==> src/rtl/fetch_ctl.sv <==
// fetch_ctl: KT8 instruction fetch / relative-branch sequencer.
// Fetches the opcode at pc_i, resolves branches against Z, hands other opcodes
// to execute, and issues one PC-advance strobe per instruction.
module fetch_ctl #(
  parameter int unsigned MEM_TIMEOUT = 15
) (
  input  logic       clk_i,
  input  logic       rst_i,
  input  logic [7:0] pc_i,
  output logic [7:0] mem_addr_o,
  output logic       mem_req_o,
  input  logic       mem_ack_i,
  input  logic [7:0] mem_data_i,
  input  logic       flag_z_i,
  output logic [7:0] instr_o,
  output logic       instr_valid_o,
  input  logic       exec_done_i,
  output logic       pc_adv_o,
  output logic       jump_up_o,
  output logic       jump_down_o,
  output logic [3:0] jump_dist_o,
  output logic       halted_o,
  output logic       fault_o
);

  localparam int unsigned CNT_W = 8;

  localparam logic [2:0] S_FETCH   = 3'd0;
  localparam logic [2:0] S_DECODE  = 3'd1;
  localparam logic [2:0] S_EXEC    = 3'd2;
  localparam logic [2:0] S_ADVANCE = 3'd3;
  localparam logic [2:0] S_HALT    = 3'd4;
  localparam logic [2:0] S_FAULT   = 3'd5;

  logic [2:0]       r_state, w_state_nxt;
  logic [CNT_W-1:0] r_cnt, w_cnt_nxt;
  logic [7:0]       r_opcode, w_opcode_nxt;

  logic       r_mem_req, w_mem_req;
  logic [7:0] r_instr, w_instr;
  logic       r_instr_valid, w_instr_valid;
  logic       r_pc_adv, w_pc_adv;
  logic       r_jump_up, w_jump_up;
  logic       r_jump_down, w_jump_down;
  logic [3:0] r_jump_dist, w_jump_dist;
  logic       r_halted, w_halted;
  logic       r_fault, w_fault;

  logic [3:0] w_op;
  logic       w_is_branch;
  logic       w_taken;

  // Opcode field decode: C/D unconditional, E/F taken only when Z is set.
  assign w_op        = r_opcode[7:4];
  assign w_is_branch = (w_op[3:2] == 2'b11);
  assign w_taken     = ~w_op[1] | flag_z_i;

  assign mem_addr_o    = pc_i;
  assign mem_req_o     = r_mem_req;
  assign instr_o       = r_instr;
  assign instr_valid_o = r_instr_valid;
  assign pc_adv_o      = r_pc_adv;
  assign jump_up_o     = r_jump_up;
  assign jump_down_o   = r_jump_down;
  assign jump_dist_o   = r_jump_dist;
  assign halted_o      = r_halted;
  assign fault_o       = r_fault;

  // State, timeout counter and latched opcode.
  always_ff @(posedge clk_i or posedge rst_i) begin
    if (rst_i) begin
      r_state  <= S_FETCH;
      r_cnt    <= '0;
      r_opcode <= '0;
    end else begin
      r_state  <= w_state_nxt;
      r_cnt    <= w_cnt_nxt;
      r_opcode <= w_opcode_nxt;
    end
  end

  // Next state plus the output values that belong to that next state.
  always_comb begin
    w_state_nxt   = r_state;
    w_cnt_nxt     = r_cnt;
    w_opcode_nxt  = r_opcode;
    w_jump_up     = 1'b0;
    w_jump_down   = 1'b0;
    w_jump_dist   = 4'd0;

    case (r_state)
      S_FETCH: begin
        // The request is only live once the registered req is up (not in the post-reset cycle).
        if (r_mem_req) begin
          if (mem_ack_i) begin
            w_opcode_nxt = mem_data_i;
            w_cnt_nxt    = '0;
            w_state_nxt  = S_DECODE;
          end else if (r_cnt == CNT_W'(MEM_TIMEOUT - 1)) begin
            w_cnt_nxt   = '0;
            w_state_nxt = S_FAULT;
          end else begin
            w_cnt_nxt = r_cnt + CNT_W'(1);
          end
        end
      end
      S_DECODE: begin
        if (w_is_branch) begin
          w_state_nxt = S_ADVANCE;
          if (w_taken) begin
            w_jump_up   = ~w_op[0];
            w_jump_down = w_op[0];
            w_jump_dist = r_opcode[3:0];
          end
        end else if (r_opcode == 8'h00) begin
          w_state_nxt = S_HALT;
        end else begin
          w_state_nxt = S_EXEC;
        end
      end
      S_EXEC: begin
        if (exec_done_i) begin
          w_state_nxt = S_ADVANCE;
        end
      end
      S_ADVANCE: w_state_nxt = S_FETCH;
      S_HALT:    w_state_nxt = S_HALT;
      S_FAULT:   w_state_nxt = S_FAULT;
      default:   w_state_nxt = S_FETCH;
    endcase

    w_mem_req     = (w_state_nxt == S_FETCH);
    w_instr_valid = (w_state_nxt == S_EXEC);
    w_instr       = w_instr_valid ? w_opcode_nxt : 8'h00;
    w_pc_adv      = (w_state_nxt == S_ADVANCE);
    w_halted      = (w_state_nxt == S_HALT);
    w_fault       = (w_state_nxt == S_FAULT);
  end

  // Output registers; reset forces every strobe/flag low immediately.
  always_ff @(posedge clk_i or posedge rst_i) begin
    if (rst_i) begin
      r_mem_req     <= 1'b0;
      r_instr       <= 8'h00;
      r_instr_valid <= 1'b0;
      r_pc_adv      <= 1'b0;
      r_jump_up     <= 1'b0;
      r_jump_down   <= 1'b0;
      r_jump_dist   <= 4'd0;
      r_halted      <= 1'b0;
      r_fault       <= 1'b0;
    end else begin
      r_mem_req     <= w_mem_req;
      r_instr       <= w_instr;
      r_instr_valid <= w_instr_valid;
      r_pc_adv      <= w_pc_adv;
      r_jump_up     <= w_jump_up;
      r_jump_down   <= w_jump_down;
      r_jump_dist   <= w_jump_dist;
      r_halted      <= w_halted;
      r_fault       <= w_fault;
    end
  end

endmodule

==> config.mk <==
export PLATFORM = sky130hd
export DESIGN_NAME = fetch_ctl
export DESIGN_NICKNAME = d
export VERILOG_FILES = /design/src/rtl/fetch_ctl.sv
export SDC_FILE = /design/constraint.sdc
export NUM_CORES = 1
export LEC_CHECK = 0
export BUFFER_PORTS_ARGS = -buffer_cell sky130_fd_sc_hd__buf_2
export CAP_MARGIN = 20
export CORE_MARGIN = 2
export CORE_UTILIZATION = 54
export DETAILED_ROUTE_END_ITERATION = 16
export HOLD_SLACK_MARGIN = 0.02
export PLACE_DENSITY = 0.83
export REMOVE_ABC_BUFFERS = 1
export SETUP_SLACK_MARGIN = 0.1
export SYNTH_ARGS = -nofsm -noshare
export SYNTH_HDL_FRONTEND = slang
export SYNTH_SLANG_ARGS = --single-unit
export TNS_END_PERCENT = 20
==> constraint.sdc <==
create_clock -name clk_i -period 3.12 [get_ports clk_i]
set_clock_uncertainty 0.1 [all_clocks]
set_input_delay 0 -clock clk_i [delete_from_list [all_inputs] [get_ports clk_i]]
set_output_delay 0 -clock clk_i [all_outputs]
set_load 0.01 [all_outputs]
Word-level counts from Yosys, hierarchy flattened
Cells that the tools add are included.
{"block": "op_classes", "reduce_logical": 4, "mux": 22, "eq_ne": 10, "addsub": 1, "bitwise": 3}
{"op": "2-to-1 mux 8 bit", "n": 6}
{"op": "2-to-1 mux 3 bit", "n": 6}
{"op": "one-hot mux 3 bit (5 select lines)", "n": 1}
{"op": "equality test 3 bit (second input constant)", "n": 4}
{"op": "2-to-1 mux 4 bit", "n": 3}
{"op": "equality test 3 x 2 -> 1 bit (second input constant)", "n": 3}
{"op": "adder 8 x 1 -> 8 bit (second input constant)", "n": 1}
{"op": "equality test 8 x 4 -> 1 bit (second input constant)", "n": 1}
{"op": "logical NOT 8 bit", "n": 1}
{"op": "logical NOT 3 bit", "n": 2}
{"op": "2-to-1 mux 1 bit", "n": 6}
{"op": "equality test 3 x 1 -> 1 bit (second input constant)", "n": 1}
{"op": "equality test 2 bit (second input constant)", "n": 1}
{"op": "inverter 1 bit", "n": 2}
{"op": "AND reduction 2 bit", "n": 1}
{"op": "OR 1 bit", "n": 1}
{"block": "word_totals", "elab_cells": 52, "output_inout_bits": 27, "input_bits": 21, "ff_bits": 38}

Depth between registers and ports, before layout
{"block": "depth", "word_depth": 7, "mapped_depth": 7}

Worst setup path after synthesis
Ideal clock, no wire load.
{"block": "synth_timing", "path_type": "register to register", "startpoint": "register r_state[2]", "endpoint": "register r_instr[0] (netlist: instr_o[0])", "arrival_ns": 1.490, "setup_ns": 0.136, "path_stages_with_launch": 6, "n_path_buf": 1, "period_less_slack_ns": 1.726, "slack_ns": 1.394, "path_cell_list": "dfrtp_1 buf_6 nor4b_4 nand2_4 mux2_2 nor3b_1"}
{"item": "from (decl)", "line": "35", "rtl": "logic [2:0] r_state, w_state_nxt;"}
{"item": "from (signal assigned)", "line": "76", "rtl": "r_state <= w_state_nxt;"}
{"item": "logical NOT 3 bit", "line": "91", "rtl": "case (r_state)"}
{"item": "2-to-1 mux 8 bit", "line": "91"}
{"item": "via w_opcode_nxt[0]", "line": "37", "rtl": "logic [7:0] r_opcode, w_opcode_nxt;"}
{"item": "2-to-1 mux 8 bit", "line": "134", "rtl": "w_instr = w_instr_valid ? w_opcode_nxt : 8'h00;"}
{"item": "via w_instr[0]", "line": "40", "rtl": "logic [7:0] r_instr, w_instr;"}
{"item": "to (signal assigned)", "line": "154", "rtl": "r_instr <= w_instr;"}
{"item": "to (decl)", "line": "40"}
The timed path passes the listed nets, and every way through them passes these cells.
A chain may end at the register's enable or synchronous reset.

Worst setup path in the final report
{"block": "layout_timing", "startpoint": "register r_state[2]", "endpoint": "register r_opcode[5]"}
{"block": "layout_between", "elab_chain_cells": 2}
{"item": "logical NOT 3 bit", "line": "91"}
{"item": "2-to-1 mux 8 bit", "line": "91"}
{"item": "via w_opcode_nxt[5]", "line": "37"}
{"item": "to (signal assigned)", "line": "78", "rtl": "r_opcode <= w_opcode_nxt;"}
{"item": "to (decl)", "line": "37"}
The timed path passes the listed nets, and every way through them passes these cells.

==> metrics <==
Num CTS Buffers 5; Boundary Pins 48; synthesized area per cell 12.28 sq um; Die W 58.80 um; Clock transition at path regs 120 ps; post-cts resize count 0; largest net degree at the start of global routing 39; Initial Util 0.5781; critical path's largest stage delay 580 ps; number of global-route vias before repair 1247; core area 0.002805 sq mm; Clk pwr share 0.378; first-pass GRT wire length 6.085 mm; CTS max path bufs 2; Multi-input gate area 575.6 sq um; Layout area overhead 29.78%; clk sink count 38; Synth Instances 132; port bufs 31; failing checks design-rule violations; RSZ-0062 raised after global routing no; vias per cell 5.493; Post-CTS Hold Fix Bufs 28; status complete, but fails checks; slowest stage cell, crit path nor4b_4; ranking of synthesized cells by area dfrtp_1 (59%), mux2_2 (5.6%), buf_4 (4.2%); Static Leak 1.063 nW; R2R cell count 4; maxcap violations 0; post-synthesis sequential area ratio 0.5864; Worst setup SP type register; Fmax 416.7 MHz; most frequent cells in the layout dfrtp_1 (38), buf_2 (31), dlygate4sd3_1 (28), nor2_1 (10); DRT iter0 DRCs 47; ys async rst share 1.000; TritonCTS clock tree built; area leader, netlist dfrtp_1; final worst slack 720.5 ps; share of cells above drive strength 1 0.2789; CP Data Required Time 3260 ps; fin nets 212; slew at the pin with the worst max-slew slack 537.4 ps; CP max FO 9; FF+latch area 950.9 sq um; First-pass DRT Iterations 10; pre-CTS setup slack 1196 ps; FF+latch count, synth 38; row count 19; die height 58.80 um; final worst path period need 2400 ps; post-synthesis cell type count 31; Root Buffer clkbuf_4; Tcrit/Tclk final 0.7691; DRC 1; top_reg_cell synth dfrtp_1; total grt overflow 0; VDD IR-drop max 0.0002843 V; P_int 0.6882 mW; Clock Latency Late Sink 350 ps; yosys warns 0; H-Tree Depth 2; Data arrival, critical path 2540 ps; FILL cells 182; Power Dens Cells 420.7 mW/mm^2; GPL Wtd Cong 0.7883; Hold Violations, Final 0; HP Class in2async; Net Sw Frac 0.2227; initial antenna violation count 0; Gate power share 0.056; Critical Path Sink Type register; Die Area 0.003457 sq mm; final antenna-violating net count 0; endpoints failing setup 0; overall routing resource usage 0.2477; Slew headroom 0.6402; routed wire length 3.818 mm; sequential share of power 0.566; synthesized cell area 0.001622 sq mm; Final Max Tran Viols 0; setup TNS 0 ps; postcts setup bufs 0; switching power 0.1972 mW; crit path cell chain nor4b_4, nand2_4, mux2_2, dlygate4sd3_1; via count of the routed design 1214; most common cell after layout, fill and taps aside dfrtp_1; drt wl/cell 17.28 um; antenna cells 0; Post-DP HPWL 2.178 mm; top-area cell type share of the netlist area 0.5864; EDFF count, synth 0; Setup CP Type reg2reg
-- metal layers --
metal,global-route usage,vias up,wire length (um)
met2,0.4000,38,1977
li1,-,559,-
met1,0.3029,607,1558
met5,0,-,0
met3,0.09011,10,194
met4,0.09740,0,87
-- state kept, by name (all words and copies together) (netlist names), 3 cells and up --
signal,count
instr_o,8
jump_dist_o,4
r_cnt,8
r_opcode,8
r_state,3
-- cell families after synthesis --
kind of cell / synth area share
AOI/OAI and AO/OA: 0.04630
xor gates and xnor gates: 0.03781
adders and majority gates: 0.01543
buffers and inverters: 0.05864
DFF: 0.5864
muxes: 0.05556
and+or+nand+nor: 0.1999
-- worst paths after layout --
path	startpoint	endpoint	slack, ps
setup / recovery	r_state[2]$_DFF_PP0_	r_opcode[5]$_DFF_PP0_	720
hold / removal	rst_i	instr_o[3]$_DFF_PP0_	170
setup reg to reg	r_state[2]$_DFF_PP0_	r_opcode[5]$_DFF_PP0_	720
hold reg to reg	r_opcode[4]$_DFF_PP0_	jump_up_o$_DFF_PP0_	430
max in group asynchronous	rst_i	r_cnt[2]$_DFFE_PP0P_	2420
min in group clk_i	mem_ack_i	r_state[2]$_DFF_PP0_	430
-- worst max-delay path: cells and delay by family, from the launching register on --
family,cells,cell delay (ps)
flops,1,500
mux,1,330
simple gates,2,770
buf+inv,1,580
-- Yosys cell counts (2+ instances only) --
cell type and instances:
nor3_1 4, buf_4 9, and3_1 2, o21ai_0 2, nor4_1 3, nand3b_1 2
nand4_1 4, nand2_1 5, inv_1 3, mux2_2 8, and2_1 6, ha_1 2
xor2_1 6, nor2_1 10, nor3b_1 8, dfrtp_1 38, nor2b_1 3, a21oi_1 4
-- area by class of cell --
| class | count | area share |
|---|---|---|
| multi-input cells | 80 | 0.2735 |
| flip-flops and latches | 38 | 0.4518 |
| well taps | 31 | 0.01843 |
| inverters | 3 | 0.005351 |
| repair buffers | 61 | 0.2140 |
| clock inverters | 3 | 0.01902 |
| clock buffers | 5 | 0.01784 |
-- per-stage QoR --
| stage | instances | hold WS [ps] | area (sq um) | util | total power [mW] |
|---|---|---|---|---|---|
| 2_1_floorplan | 121 | -100.0 | 1538 | - | 0.5218 |
| 3_3_place_gp | 185 | -99.89 | 1747 | 0.6227 | 0.5342 |
| 3_5_place_dp | 185 | -99.89 | 1747 | 0.6227 | 0.5358 |
| 4_1_cts | 221 | 190.5 | 2105 | 0.7502 | 0.8862 |
| 5_1_grt | 221 | 238.9 | 2105 | 0.7502 | 0.9122 |
| 6_report | 221 | 173.4 | 2105 | 0.7502 | 0.8854 |
-- power by group through the flow --
stage | sequential (mW) | combinational (mW) | clock [mW]
detailed placement | 0.510 | 0.0255 | 0
global route | 0.502 | 0.0544 | 0.356
floorplan | 0.509 | 0.0128 | 0
global placement | 0.510 | 0.0242 | 0
finish | 0.501 | 0.0492 | 0.335
CTS | 0.501 | 0.0487 | 0.337
No activity file was read; power rests on OpenSTA's default activity.
